**src/rtl/alu_op_driver_if.sv**
```systemverilog
// Request, response and ALU-side signals of alu_op_driver.
// The slave modport is the driver itself; the master is the requester/ALU side.
interface alu_op_driver_if #(
    parameter int TAGW = 4
);
    logic            req_valid;
    logic            req_ready;
    logic [31:0]     req_a;
    logic [31:0]     req_b;
    logic [3:0]      req_f;
    logic [TAGW-1:0] req_tag;
    logic            rsp_valid;
    logic            rsp_ready;
    logic [31:0]     rsp_s;
    logic [TAGW-1:0] rsp_tag;
    logic            rsp_err;
    logic [31:0]     operand_a;
    logic [31:0]     operand_b;
    logic [3:0]      f;
    logic [31:0]     s;
    logic            busy;

    modport slave (
        input  req_valid, req_a, req_b, req_f, req_tag, rsp_ready, s,
        output req_ready, rsp_valid, rsp_s, rsp_tag, rsp_err,
               operand_a, operand_b, f, busy
    );

    modport master (
        output req_valid, req_a, req_b, req_f, req_tag, rsp_ready, s,
        input  req_ready, rsp_valid, rsp_s, rsp_tag, rsp_err,
               operand_a, operand_b, f, busy
    );
endinterface

```
**src/rtl/alu_op_driver.sv**
```systemverilog
// Issue front-end for the combinational ALU: queues requests, holds operands for a
// settle window, samples s and returns it with its tag on a valid/ready channel.
//   state | meaning
//   IDLE  | nothing in flight, waiting for a queued request
//   WAIT  | operands driven, settle counter running down
//   RESP  | result presented, waiting for rsp_ready
module alu_op_driver #(
    parameter int DEPTH  = 4,
    parameter int SETTLE = 1,
    parameter int TAGW   = 4
) (
    input  logic          clk,
    input  logic          rst,
    alu_op_driver_if.slave bus
);
    localparam int PW = $clog2(DEPTH);
    localparam int NW = $clog2(DEPTH + 1);
    localparam int CW = $clog2(SETTLE + 1);

    typedef enum logic [1:0] {IDLE, WAIT, RESP} state_t;

    typedef struct packed {
        logic [31:0]     a;
        logic [31:0]     b;
        logic [3:0]      f;
        logic [TAGW-1:0] tag;
    } req_t;

    req_t            mem [DEPTH];
    req_t            head;
    logic [PW-1:0]   wr_ptr;
    logic [PW-1:0]   rd_ptr;
    logic [NW-1:0]   count;
    logic            full;
    logic            empty;
    logic            push;
    logic            pop;

    state_t          state;
    state_t          state_nxt;
    logic            load;
    logic            capture;
    logic            handshake;
    logic [CW-1:0]   cnt;

    logic [31:0]     op_a;
    logic [31:0]     op_b;
    logic [3:0]      op_f;
    logic [TAGW-1:0] op_tag;
    logic            op_err;

    logic            rsp_valid_q;
    logic [31:0]     rsp_s_q;
    logic [TAGW-1:0] rsp_tag_q;
    logic            rsp_err_q;

    function automatic logic f_illegal(input logic [3:0] code);
        case (code)
            4'b1001, 4'b1010, 4'b1011, 4'b1100, 4'b1110: return 1'b1;
            default:                                     return 1'b0;
        endcase
    endfunction

    assign full  = (count == NW'(DEPTH));
    assign empty = (count == '0);
    assign head  = mem[rd_ptr];
    assign push  = bus.req_valid && bus.req_ready;
    assign pop   = load;

    // No bypass: a full FIFO refuses even when the FSM pops in the same cycle.
    assign bus.req_ready = !full && !rst;

    always_ff @(posedge clk or posedge rst) begin
        if (rst) begin
            wr_ptr <= '0;
            rd_ptr <= '0;
            count  <= '0;
        end else begin
            if (push) wr_ptr <= wr_ptr + 1'b1;
            if (pop)  rd_ptr <= rd_ptr + 1'b1;
            case ({push, pop})
                2'b10:   count <= count + 1'b1;
                2'b01:   count <= count - 1'b1;
                default: ;
            endcase
        end
    end

    always_ff @(posedge clk) begin
        if (push) mem[wr_ptr] <= '{a: bus.req_a, b: bus.req_b, f: bus.req_f, tag: bus.req_tag};
    end

    always_ff @(posedge clk or posedge rst) begin
        if (rst) state <= IDLE;
        else     state <= state_nxt;
    end

    always_comb begin
        state_nxt = state;
        load      = 1'b0;
        capture   = 1'b0;
        handshake = 1'b0;
        case (state)
            IDLE: begin
                if (!empty) begin
                    load      = 1'b1;
                    state_nxt = WAIT;
                end
            end
            WAIT: begin
                if (cnt == CW'(1)) begin
                    capture   = 1'b1;
                    state_nxt = RESP;
                end
            end
            RESP: begin
                if (bus.rsp_ready) begin
                    handshake = 1'b1;
                    if (!empty) begin
                        load      = 1'b1;
                        state_nxt = WAIT;
                    end else begin
                        state_nxt = IDLE;
                    end
                end
            end
            default: state_nxt = IDLE;
        endcase
    end

    always_ff @(posedge clk or posedge rst) begin
        if (rst) begin
            op_a        <= '0;
            op_b        <= '0;
            op_f        <= '0;
            op_tag      <= '0;
            op_err      <= 1'b0;
            cnt         <= '0;
            rsp_valid_q <= 1'b0;
            rsp_s_q     <= '0;
            rsp_tag_q   <= '0;
            rsp_err_q   <= 1'b0;
        end else begin
            if (load) begin
                op_a   <= head.a;
                op_b   <= head.b;
                op_f   <= head.f;
                op_tag <= head.tag;
                op_err <= f_illegal(head.f);
                cnt    <= CW'(SETTLE);
            end else if (state == WAIT) begin
                cnt <= cnt - 1'b1;
            end
            // Illegal codes still reach the ALU, but their result is masked.
            if (capture) begin
                rsp_valid_q <= 1'b1;
                rsp_s_q     <= op_err ? '0 : bus.s;
                rsp_tag_q   <= op_tag;
                rsp_err_q   <= op_err;
            end else if (handshake) begin
                rsp_valid_q <= 1'b0;
            end
        end
    end

    assign bus.operand_a = op_a;
    assign bus.operand_b = op_b;
    assign bus.f         = op_f;
    assign bus.rsp_valid = rsp_valid_q;
    assign bus.rsp_s     = rsp_s_q;
    assign bus.rsp_tag   = rsp_tag_q;
    assign bus.rsp_err   = rsp_err_q;
    assign bus.busy      = (state != IDLE) || !empty;
endmodule
```
**src/flat_wrapper.sv**
```systemverilog
// flat-port wrapper written by rule: the top's interface ports become plain ports
module alu_op_driver_flat 
#(
    parameter int DEPTH  = 4,
    parameter int SETTLE = 1,
    parameter int TAGW   = 4
)
  (clk, rst, bus_req_valid, bus_req_a, bus_req_b, bus_req_f, bus_req_tag, bus_rsp_ready, bus_s, bus_req_ready, bus_rsp_valid, bus_rsp_s, bus_rsp_tag, bus_rsp_err, bus_operand_a, bus_operand_b, bus_f, bus_busy);
  alu_op_driver_if #(.TAGW(TAGW)) bus_i ();
  input  logic clk;
  input  logic rst;
  input wire logic [$bits(bus_i.req_valid)-1:0] bus_req_valid;
  input wire logic [$bits(bus_i.req_a)-1:0] bus_req_a;
  input wire logic [$bits(bus_i.req_b)-1:0] bus_req_b;
  input wire logic [$bits(bus_i.req_f)-1:0] bus_req_f;
  input wire logic [$bits(bus_i.req_tag)-1:0] bus_req_tag;
  input wire logic [$bits(bus_i.rsp_ready)-1:0] bus_rsp_ready;
  input wire logic [$bits(bus_i.s)-1:0] bus_s;
  output wire logic [$bits(bus_i.req_ready)-1:0] bus_req_ready;
  output wire logic [$bits(bus_i.rsp_valid)-1:0] bus_rsp_valid;
  output wire logic [$bits(bus_i.rsp_s)-1:0] bus_rsp_s;
  output wire logic [$bits(bus_i.rsp_tag)-1:0] bus_rsp_tag;
  output wire logic [$bits(bus_i.rsp_err)-1:0] bus_rsp_err;
  output wire logic [$bits(bus_i.operand_a)-1:0] bus_operand_a;
  output wire logic [$bits(bus_i.operand_b)-1:0] bus_operand_b;
  output wire logic [$bits(bus_i.f)-1:0] bus_f;
  output wire logic [$bits(bus_i.busy)-1:0] bus_busy;
  assign bus_i.req_valid = bus_req_valid;
  assign bus_i.req_a = bus_req_a;
  assign bus_i.req_b = bus_req_b;
  assign bus_i.req_f = bus_req_f;
  assign bus_i.req_tag = bus_req_tag;
  assign bus_i.rsp_ready = bus_rsp_ready;
  assign bus_i.s = bus_s;
  assign bus_req_ready = bus_i.req_ready;
  assign bus_rsp_valid = bus_i.rsp_valid;
  assign bus_rsp_s = bus_i.rsp_s;
  assign bus_rsp_tag = bus_i.rsp_tag;
  assign bus_rsp_err = bus_i.rsp_err;
  assign bus_operand_a = bus_i.operand_a;
  assign bus_operand_b = bus_i.operand_b;
  assign bus_f = bus_i.f;
  assign bus_busy = bus_i.busy;
  alu_op_driver #(.DEPTH(DEPTH), .SETTLE(SETTLE), .TAGW(TAGW)) u_core (.clk(clk), .rst(rst), .bus(bus_i));
endmodule
```
**config.mk**
```make
export PLATFORM = sky130hd
export DESIGN_NAME = alu_op_driver_flat
export DESIGN_NICKNAME = d
export VERILOG_FILES = /design/src/rtl/alu_op_driver_if.sv /design/src/rtl/alu_op_driver.sv /design/src/flat_wrapper.sv
export SDC_FILE = /design/constraint.sdc
export NUM_CORES = 1
export LEC_CHECK = 0
export CORE_MARGIN = 2
export CORE_UTILIZATION = 50
export DETAILED_ROUTE_END_ITERATION = 8
export PLACE_DENSITY_LB_ADDON = 0.3
export SETUP_SLACK_MARGIN = 0.02
export SYNTH_ARGS = -nofsm -noshare
export SYNTH_HDL_FRONTEND = slang
export SYNTH_SLANG_ARGS = --single-unit
```
**constraint.sdc**
```tcl
create_clock -name clk -period 5.57 [get_ports clk]
set_input_delay 1.114 -clock clk [delete_from_list [all_inputs] [get_ports clk]]
set_output_delay 1.114 -clock clk [all_outputs]
set_load 0.02 [all_outputs]
```
==> impl_metrics.csv <==
group,metric,value,unit
logic_synthesis,postSynthCellCount,740,
logic_synthesis,synth_area,15190,sq um
logic_synthesis,synth.avg_cell_area,20.52,sq um
placement,dp_hpwl,16920,um
worst_setup_path,crit_slowest_cell,"a211oi_1",
clock_tree,worst_skew_pair.late_latency,0.54,ns
drt,ant_nets,0,
drt,wl,28490,um
logic_synthesis,syn_nets,854,
grt,grt_usage,0.1826,
logic_synthesis,synth_top_area_share,0.5695,
outcome,outcome,"completed",
clock_tree,cts_buffers,41,
drt,wire_per_inst,20.40,um
logic_synthesis,synth_ff_type,"edfxtp_1",
logic_synthesis,async_flop_share,0.2958,
sta,rsz0062_at_grt,"no",
logic_synthesis,yosysTopAreaCell,"edfxtp_1",
worst_setup_path,worstSetupPathType,"in -> reg",
clock_tree,cts_hold_buf,0,
sta,drv_slew,0,
worst_setup_path,worstPathMaxFanout,41,
clock_tree,cts_resized,0,
logic_synthesis,synth.top_cells.by_count,"288 x edfxtp_1, 121 x dfrtp_1, 78 x mux2_2, 72 x mux4_2, 35 x nand2_1",
worst_setup_path,cp_data_required_time,5.76,ns
power_and_ir_drop,p_leak,6.732,nW
sta,period_share,0.6313,
drt,via_per_inst,5.335,
sta,hold_viol,0,
finish,nFillCells,2060,
logic_synthesis,synth.most_common_cell,"edfxtp_1",
drt,vias,7453,
placement,portBuffers,215,
drt,drt_iter0_drc,471,
die,core,29800,sq um
power_and_ir_drop,ir_drop,0.3505,mV
die,die_y,178.3,um
sta,setup_viol,0,
placement,gp_congestion,0.7282,
finish,area_delta_synth_final,25.67,%
flow_run,maxCapViolations,0,
grt,grt_pass1_vias,7792,
worst_setup_path,path_cells,"clkdlybuf4s50_1, a211oi_1, and2_4, buf_4",
sta,worst_pin_slew,1.139,ns
die,dieArea,31780,sq um
drt,dr.pass1.iters,4,
min_path,hp-class,"reg -> reg",
die,num_rows,63,
worst_setup_path,max_stage_delay,0.90,ns
clock_tree,cts.sinks,409,
worst_setup_path,crit_path_end_kind,"register",
drt,drcViolationCount,0,
clock_tree,cts_setup_buffers,0,
power_and_ir_drop,power_density,550.2,nW/um^2
logic_synthesis,ys_seq_elements,409,
logic_synthesis,ys_types,33,
clock_tree,clockBufferDepth,3,
sta,min_period,3.516,ns
die,start_util,0.5097,
worst_setup_path,cp-start-kind,"primary input",
sta,clock.fmax,0.2844,GHz
finish,drive_gt1_frac,0.2266,
clock_tree,h-tree-depth,2,
clock_tree,cts.clk_slew.worst_paths,0.06,ns
die,ios,216,
logic_synthesis,synth_area_leaders,"edfxtp_1 57%, dfrtp_1 20%, mux4_2 11%",
logic_synthesis,ys_seq_area_frac,0.7688,
clock_tree,tritoncts,"done",
sta,hold_slack,0.4799,ns
clock_tree,cts_root_buf,"clkbuf_16",
sta,final.setup.tns,0,ns
grt,antenna_found_initial,3,
finish,nNetsFinal,1087,
worst_setup_path,critPathArrivalTime,3.70,ns
finish,final_core_util,0.6405,
grt,gr-total-overflow,0,
sta,skew,0.01617,ns
sta,slew_headroom,0.2405,
die,die_w,178.3,um
grt,grt_pass1_wl,43870,um
logic_synthesis,synth_edf_count,288,
logic_synthesis,yosysWarnings,0,
grt,grt_max_degree,82,
metrics by stage:
stage | setup slack, ns | total power [mW] | instances | area, sq um
global route | 1.805 | 11.05 | 1397 | 19090
CTS | 1.977 | 10.66 | 1396 | 19080
global placement | 1.542 | 7.934 | 1320 | 17780
floorplan | 1.242 | 6.649 | 740 | 15190
finish | 2.054 | 10.50 | 1397 | 19090
detailed placement | 1.408 | 8.007 | 1320 | 17780
area by class of cell:
type	count	area [sq um]	area share
diodes	1	2.502	0.0001311
inverters	9	38.79	0.002032
clock buffers	61	1195	0.06261
multi-input cells	287	3313	0.1736
repair buffers	225	2252	0.1180
flip-flops and latches	409	11680	0.6122
clock inverters	15	112.6	0.005900
well taps	390	488.0	0.02557
kinds of logic after synthesis:
logic type	count (synthesis)	share of synthesized area
flops	409	0.7688
mux	151	0.1653
simple gates	83	0.02818
buf+inv	44	0.01409
compound gates	41	0.01475
xor+xnor	6	0.003460
fa+ha+maj	6	0.005438
state kept, by name, summed over array words and instances, names as in the netlist, 2 cells and up:
register              flops
u_core.mem              288
u_core.bus.operand_a     32
u_core.bus.operand_b     32
u_core.bus.rsp_s         32
u_core.bus.f              4
u_core.bus.rsp_tag        4
u_core.op_tag             4
u_core.count              3
u_core.rd_ptr             2
u_core.state              2
u_core.wr_ptr             2
worst max-delay path: cells and delay by family:
family | cells | cell delay (ns)
compound gates | 1 | 0.90
buf+inv | 2 | 0.95
simple gates | 1 | 0.69
routing by layer:
metal / wire (um) / GRT usage
met1: 12000 / 0.2421
met2: 14200 / 0.3047
met3: 1751 / 0.04476
met4: 520 / 0.05081
met5: 23 / 0
layout by cell type, fill, tap and decap left out, types with 2 or more instances in the layout:
master | Yosys | final
and2_4 | 0 | 4
a21oi_1 | 3 | 3
dfrtp_4 | 0 | 2
clkbuf_16 | 0 | 44
o21ai_0 | 32 | 32
inv_1 | 9 | 8
xor2_1 | 4 | 4
clkbuf_1 | 17 | 14
mux2_2 | 78 | 78
nor2_1 | 4 | 4
clkbuf_8 | 0 | 3
clkdlybuf4s50_1 | 0 | 215
dfrtp_1 | 121 | 119
clkinv_2 | 0 | 7
nand2_1 | 35 | 35
nand2b_1 | 34 | 34
ha_1 | 5 | 5
buf_4 | 1 | 8
xnor2_1 | 2 | 2
inv_6 | 0 | 2
clkinv_1 | 0 | 2
mux4_2 | 72 | 72
clkinvlp_4 | 0 | 3
edfxtp_1 | 288 | 288
buf_12 | 0 | 2
path summary, 6_finish.rpt:
path                                 startpoint  cells past startpoint  slack [ns]                      end
max                                         rst                      4        2.05         u_core.mem[0][5]
min                        u_core.bus.rsp_s[27]                      2        0.48     u_core.bus.rsp_s[27]
max reg2reg                     u_core.count[0]                      4        2.63         u_core.mem[0][5]
min reg2reg                u_core.bus.rsp_s[27]                      2        0.48     u_core.bus.rsp_s[27]
max in group asynchronous                   rst                      3        3.38  u_core.bus.operand_b[3]
min in group asynchronous                   rst                      2        1.15      u_core.bus.rsp_s[3]
report_power, final:
group	total, mW	switching [mW]	leakage, nW	internal (mW)
registers	4.47	0.505	4.06	3.97
logic	3.40	1.54	2.04	1.86
clock network	2.63	1.09	0.634	1.54
Note: power is estimated with default switching activity, not from simulation.
